**src/rtl/fifo_uart_pkg.sv**
```systemverilog
// fifo_uart_pkg: shared types and constants for the FIFO-fed UART transmitter.
//   tx_state_e       : transmitter FSM states
//   DEF_DATA_WIDTH   : default payload width
//   DEF_CLKS_PER_BIT : default clock cycles per serial bit
//   IDLE_LVL         : line level while idle and during the stop bit
//   START_LVL        : line level of the start bit
package fifo_uart_pkg;

  localparam int   DEF_DATA_WIDTH   = 8;
  localparam int   DEF_CLKS_PER_BIT = 16;
  localparam logic IDLE_LVL         = 1'b1;
  localparam logic START_LVL        = 1'b0;

  typedef enum logic [2:0] {
    IDLE   = 3'd0,
    START  = 3'd1,
    DATA   = 3'd2,
    PARITY = 3'd3,
    STOP   = 3'd4
  } tx_state_e;

endpackage

```
**src/rtl/uart_bit_timer.sv**
```systemverilog
// uart_bit_timer: prescale counter producing a one-cycle bit_done tick at the
// end of every CLKS_PER_BIT-cycle bit period.
//   clk      : clock
//   rst      : synchronous active-high reset
//   clear    : restart the bit period (asserted on a FIFO pop)
//   run      : count while a frame is in progress
//   bit_done : high in the last cycle of each bit period
module uart_bit_timer #(
  parameter int CLKS_PER_BIT = 16
) (
  input  logic clk,
  input  logic rst,
  input  logic clear,
  input  logic run,
  output logic bit_done
);

  localparam int            CW   = (CLKS_PER_BIT > 1) ? $clog2(CLKS_PER_BIT) : 1;
  localparam logic [CW-1:0] LAST = CW'(CLKS_PER_BIT - 1);

  logic [CW-1:0] cnt;

  always_ff @(posedge clk) begin
    if (rst || clear)
      cnt <= '0;
    else if (run)
      cnt <= (cnt == LAST) ? '0 : cnt + CW'(1);
  end

  assign bit_done = run && (cnt == LAST);

endmodule

```
**src/rtl/fifo_uart_tx.sv**
```systemverilog
// fifo_uart_tx: UART transmitter that pops words from a FIFO read port and
// serialises them as start / data (LSB first) / [parity] / stop.
// Define FIFO_UART_TX_PARITY_EN to include the parity bit; otherwise the
// frame goes straight from the last data bit to the stop bit and Par_Type
// is ignored.
//   R_CLK    : clock (FIFO read domain)
//   R_rst    : synchronous active-high reset
//   Empty    : FIFO empty flag; R_Data valid only while low
//   R_Data   : FIFO head word
//   Enable   : permission to start new frames
//   Par_Type : 0 even parity, 1 odd parity
//   R_inc    : one-cycle pop strobe to the FIFO
//   TX_OUT   : serial line, idle high
//   Busy     : high whenever a frame is in progress
module fifo_uart_tx
  import fifo_uart_pkg::*;
#(
  parameter int DATA_WIDTH   = DEF_DATA_WIDTH,
  parameter int CLKS_PER_BIT = DEF_CLKS_PER_BIT
) (
  input  logic                  R_CLK,
  input  logic                  R_rst,
  input  logic                  Empty,
  input  logic [DATA_WIDTH-1:0] R_Data,
  input  logic                  Enable,
  input  logic                  Par_Type,
  output logic                  R_inc,
  output logic                  TX_OUT,
  output logic                  Busy
);

  localparam int            BW       = (DATA_WIDTH > 1) ? $clog2(DATA_WIDTH) : 1;
  localparam logic [BW-1:0] LAST_BIT = BW'(DATA_WIDTH - 1);

  tx_state_e             state, next;
  logic                  pop;
  logic                  bit_done;
  logic [DATA_WIDTH-1:0] sreg;
  logic [BW-1:0]         bit_cnt;

`ifdef FIFO_UART_TX_PARITY_EN
  logic par_bit;

  // Parity is captured with the word so Par_Type changes mid-frame are inert.
  always_ff @(posedge R_CLK) begin
    if (R_rst)
      par_bit <= 1'b0;
    else if (pop)
      par_bit <= (^R_Data) ^ Par_Type;
  end
`else
  logic unused_par_type;
  assign unused_par_type = Par_Type;
`endif

  uart_bit_timer #(.CLKS_PER_BIT(CLKS_PER_BIT)) u_timer (
    .clk      (R_CLK),
    .rst      (R_rst),
    .clear    (pop),
    .run      (state != IDLE),
    .bit_done (bit_done)
  );

  always_ff @(posedge R_CLK) begin
    if (R_rst)
      state <= IDLE;
    else
      state <= next;
  end

  always_comb begin
    next = state;
    pop  = 1'b0;
    case (state)
      IDLE:
        if (Enable && !Empty) begin
          pop  = 1'b1;
          next = START;
        end
      START:
        if (bit_done) next = DATA;
      DATA:
        if (bit_done && bit_cnt == LAST_BIT) begin
`ifdef FIFO_UART_TX_PARITY_EN
          next = PARITY;
`else
          next = STOP;
`endif
        end
`ifdef FIFO_UART_TX_PARITY_EN
      PARITY:
        if (bit_done) next = STOP;
`endif
      STOP:
        // Last stop cycle doubles as the pop cycle for back-to-back frames.
        if (bit_done) begin
          if (Enable && !Empty) begin
            pop  = 1'b1;
            next = START;
          end else begin
            next = IDLE;
          end
        end
      default:
        next = IDLE;
    endcase
    // A popped word would be lost under reset, so never pop then.
    if (R_rst) pop = 1'b0;
  end

  always_ff @(posedge R_CLK) begin
    if (R_rst) begin
      sreg    <= '0;
      bit_cnt <= '0;
    end else if (pop) begin
      sreg    <= R_Data;
      bit_cnt <= '0;
    end else if (state == DATA && bit_done) begin
      sreg    <= sreg >> 1;
      bit_cnt <= (bit_cnt == LAST_BIT) ? '0 : bit_cnt + BW'(1);
    end
  end

  always_comb begin
    TX_OUT = IDLE_LVL;
    case (state)
      START:  TX_OUT = START_LVL;
      DATA:   TX_OUT = sreg[0];
`ifdef FIFO_UART_TX_PARITY_EN
      PARITY: TX_OUT = par_bit;
`endif
      default: TX_OUT = IDLE_LVL;
    endcase
  end

  assign R_inc = pop;
  assign Busy  = (state != IDLE);

endmodule

```
**config.mk**
```make
export PLATFORM = sky130hd
export DESIGN_NAME = fifo_uart_tx
export DESIGN_NICKNAME = d
export VERILOG_FILES = /design/src/rtl/fifo_uart_pkg.sv /design/src/rtl/uart_bit_timer.sv /design/src/rtl/fifo_uart_tx.sv
export SDC_FILE = /design/constraint.sdc
export NUM_CORES = 1
export LEC_CHECK = 0
export CORE_ASPECT_RATIO = 1.2
export CORE_MARGIN = 10
export CORE_UTILIZATION = 45
export DETAILED_ROUTE_END_ITERATION = 8
export GPL_TIMING_DRIVEN = 0
export PLACE_DENSITY = 0.7
export SLEW_MARGIN = 20
export SYNTH_ARGS = -nofsm -noshare
export SYNTH_HDL_FRONTEND = slang
export SYNTH_SLANG_ARGS = --single-unit
```
**constraint.sdc**
```tcl
create_clock -name R_CLK -period 2.74 [get_ports R_CLK]
set_input_delay 0.548 -clock R_CLK [delete_from_list [all_inputs] [get_ports R_CLK]]
set_output_delay 0.548 -clock R_CLK [all_outputs]
set_load 0.02 [all_outputs]
```
==> results of run 1 <==
layout by cell type (no fill, tap or decap):
cell             instances
and3_1                   1
o21ai_0                  2
inv_1                    3
a311oi_1                 1
buf_6                    2
buf_1                    1
clkbuf_4                 3
a21oi_1                  7
o21bai_1                 2
inv_2                    1
xor2_1                   1
a211o_1                  1
clkdlybuf4s50_1         13
dfxtp_1                 18
or4b_4                   1
clkbuf_1                 2
o31ai_1                  1
nand2b_1                 2
nand2_1                 24
ha_1                     3
or3_1                    2
nor3_2                   1
o221a_2                  1
a211oi_1                 2
nor3_1                   2
buf_4                    2
nor2b_1                  1
nand4b_1                 1
a311oi_2                 7
and2_1                   1
nor2_1                  14
nand3_1                  3
how the worst min path moves through the flow:
| stage | from | end | depth (start not counted) |
|---|---|---|---|
| 2_1_floorplan | bit_cnt[1]$_SDFFE_PP0P_ | bit_cnt[1]$_SDFFE_PP0P_ | 2 |
| 3_3_place_gp | bit_cnt[1]$_SDFFE_PP0P_ | bit_cnt[1]$_SDFFE_PP0P_ | 2 |
| 3_5_place_dp | bit_cnt[1]$_SDFFE_PP0P_ | bit_cnt[1]$_SDFFE_PP0P_ | 2 |
| 4_1_cts | bit_cnt[1]$_SDFFE_PP0P_ | bit_cnt[1]$_SDFFE_PP0P_ | 2 |
| 5_1_grt | u_timer.cnt[1]$_SDFFE_PP0N_ | u_timer.cnt[1]$_SDFFE_PP0N_ | 2 |
| 6_report | bit_cnt[1]$_SDFFE_PP0P_ | bit_cnt[1]$_SDFFE_PP0P_ | 2 |
cell type report:
cell class                 count  area (µm²)
fill                         175       785.8
multi-input combinational     81       506.7
sequential                    18       360.3
timing repair buffer          16       156.4
tap                           19       23.77
clock buffer                   3       22.52
buffer                         4       22.52
inverter                       4       15.01
per-stage QoR:
| step | instances | setup slack [ns] | total power (W) | hold slack, ns | util [%] |
|---|---|---|---|---|---|
| global route | 145 | 0.06423 | 0.0004989 | 0.4920 | 58.49 |
| floorplan | 108 | 0.4741 | 0.0003233 | 0.4400 | - |
| detailed placement | 141 | -0.5290 | 0.0003544 | 0.4575 | 56.97 |
| CTS | 146 | 0.01961 | 0.0004835 | 0.4720 | 59.02 |
| finish | 145 | 0.1001 | 0.0004744 | 0.4691 | 58.49 |
| global placement | 141 | -0.5240 | 0.0003534 | 0.4466 | 56.97 |
per-layer routing:
metal	track usage, %	routed length [µm]
met5	0	0
met4	3.778	9
met3	3.291	106
met2	13.29	860
met1	12.76	931
where the power goes:
part | internal [W] | switching (W) | total (W) | leakage (nW)
Sequential | 0.000271 | 0.00000730 | 0.000278 | 0.146
Clock | 0.0000509 | 0.0000741 | 0.000125 | 0.0138
Combinational | 0.0000390 | 0.0000322 | 0.0000712 | 0.263
flip-flops by register name, summed over array words and instances, names as in the netlist:
| register | flops |
|---|---|
| bit_cnt | 3 |
| state | 3 |
| sreg | 8 |
| u_timer.cnt | 4 |
what timing repair did:
action                     in CTS  in global routing
cloned                          0                  0
setup endpoints to repair       1                  2
resized for setup               6                  2
pin swaps                       1                  1
setup buffers                   2                  0
kinds of logic (layout without fill, tap and decap cells):
| group | count (synthesis) | in the layout | share of synthesized area [%] |
|---|---|---|---|
| buffers and inverters | 9 | 27 | 5.744 |
| AO/OA/AOI/OAI | 24 | 24 | 23.67 |
| AND/OR/NAND/NOR | 53 | 53 | 26.13 |
| adder cells (fa/ha/maj) | 3 | 3 | 4.104 |
| flip-flops | 18 | 18 | 39.40 |
| XOR/XNOR | 1 | 1 | 0.9578 |
worst min-delay path, cell delays in order, from the launching register on:
cell,delay (ns)
dfxtp_1,0.33
nand2_1,0.05
a21oi_1,0.05
==> out/qor.yml, run 1 <==
synth-edff-count: 0
io_buffers: 14
clk_latency_ns: 0.28
grt_pass1_vias: 763
max_stage_delay_ns: 0.47
required_ns: 2.19
ctsHoldBuffers: 0
r2r-start: "u_timer.cnt[0]$_SDFFE_PP0N_"
syn-num-nets: 124
fin_setup_tns_ns: 0
core_um2: 1893
leakagePower_nw: 0.4228
hold_class: "reg -> reg"
synth_top_cell_by_area: "dfxtp_1"
path_delay_family: "buffers and inverters"
htreeDepth: 1
cp.arrival_ns: 2.09
ys_seq_area_share_pct: 39.40
synth_top_area_share_pct: 39.40
cts_buffer_depth: 2
drive_gt1_share_pct: 14.29
crit_path_end_kind: "output port"
ios: 16
cp-start-kind: "primary input"
synthArstFlopShare_pct: 0
cp-startpoint: "Enable"
placed_area_um2: 1079
synthCells: 108
vias_per_cell: 5.497
first_iter_violations: 34
fin_area_um2: 1107
reg2reg_slack_ns: 0.55
rows: 17
routed_wl_um: 1908
hpwl_um: 1466
avgSynthCellArea_um2: 8.469
yosysMostFrequentCell: "nand2_1"
drc: 0
crit_path_end: "R_inc"
path_clk_slew_ns: 0.10
path_cells: "clkdlybuf4s50_1 -> or4b_4 -> a211o_1 -> buf_6 -> inv_2 -> buf_6"
syn_area_um2: 914.6
grtUsageTotal_pct: 9.532
grt_pass1_wl_um: 3284
critical_path.max_fanout: 11
max_freq_mhz: 378.8
reg2reg_depth: 5
dieArea_um2: 4243
finish.net_count: 144
critical_path_buf_inv_count: 4
first_pass_iters: 4
hold_violations: 0
clock_skew_ns: 0.0005049
critPathKind: "in -> out"
clock-sinks: 18
cts_tree: "yes"
synth-seq-cells: 18
rsz0062_at_grt: "no"
status: "finished, final reports clean"
fin_crit_ns: 2.640
ys_top_cells_by_count: "nand2_1, dfxtp_1, nor2_1, a21oi_1, a311oi_2"
grt_antenna_before_repair: 0
die_x_um: 61.16
ys_top_cells_by_area: "dfxtp_1, a311oi_2, nand2_1"
worstMarginPinSlew_ns: 0.9759
ir_drop_uv: 249.3
vias: 797
grt_overflow: 0
initial_core_util_pct: 48.31
cts_buffers: 3
slowest_stage: "clkdlybuf4s50_1"
r2r-end: "sreg[5]$_SDFFE_PP0P_"
syn2layout_area_growth_pct: 21.07
slew_headroom_pct: 34.44
ant_nets: 0
grt_max_degree: 11
maxCapViolCount: 0
synth_top_flop_cell: "dfxtp_1"
yosys.cell_types.count: 28
root_buffer: "clkbuf_4"
powerDensity_nw_per_um2: 428.4
yosysWarningCount: 0
die_h_um: 69.39
slew_violations: 0
post-route-period-util_pct: 96.35
crit_cells: 6
gp_congestion: 0.8301
n_antenna_cell: 0
wl_per_cell_um: 13.16
setup_viol: 0
critPathMostFrequentCell: "buf_6"
(Power assumes the default switching activity.)
==> run 2: changes to the inputs <==
--- a/config.mk
+++ b/config.mk
@@ -11,7 +11,7 @@
 export DETAILED_ROUTE_END_ITERATION = 8
 export GPL_TIMING_DRIVEN = 0
 export PLACE_DENSITY = 0.7
-export SLEW_MARGIN = 20
 export SYNTH_ARGS = -nofsm -noshare
 export SYNTH_HDL_FRONTEND = slang
 export SYNTH_SLANG_ARGS = --single-unit
+export TNS_END_PERCENT = 50
==> results of run 2 <==
The final DEF is identical to that of run 1; final timing and power are the same.
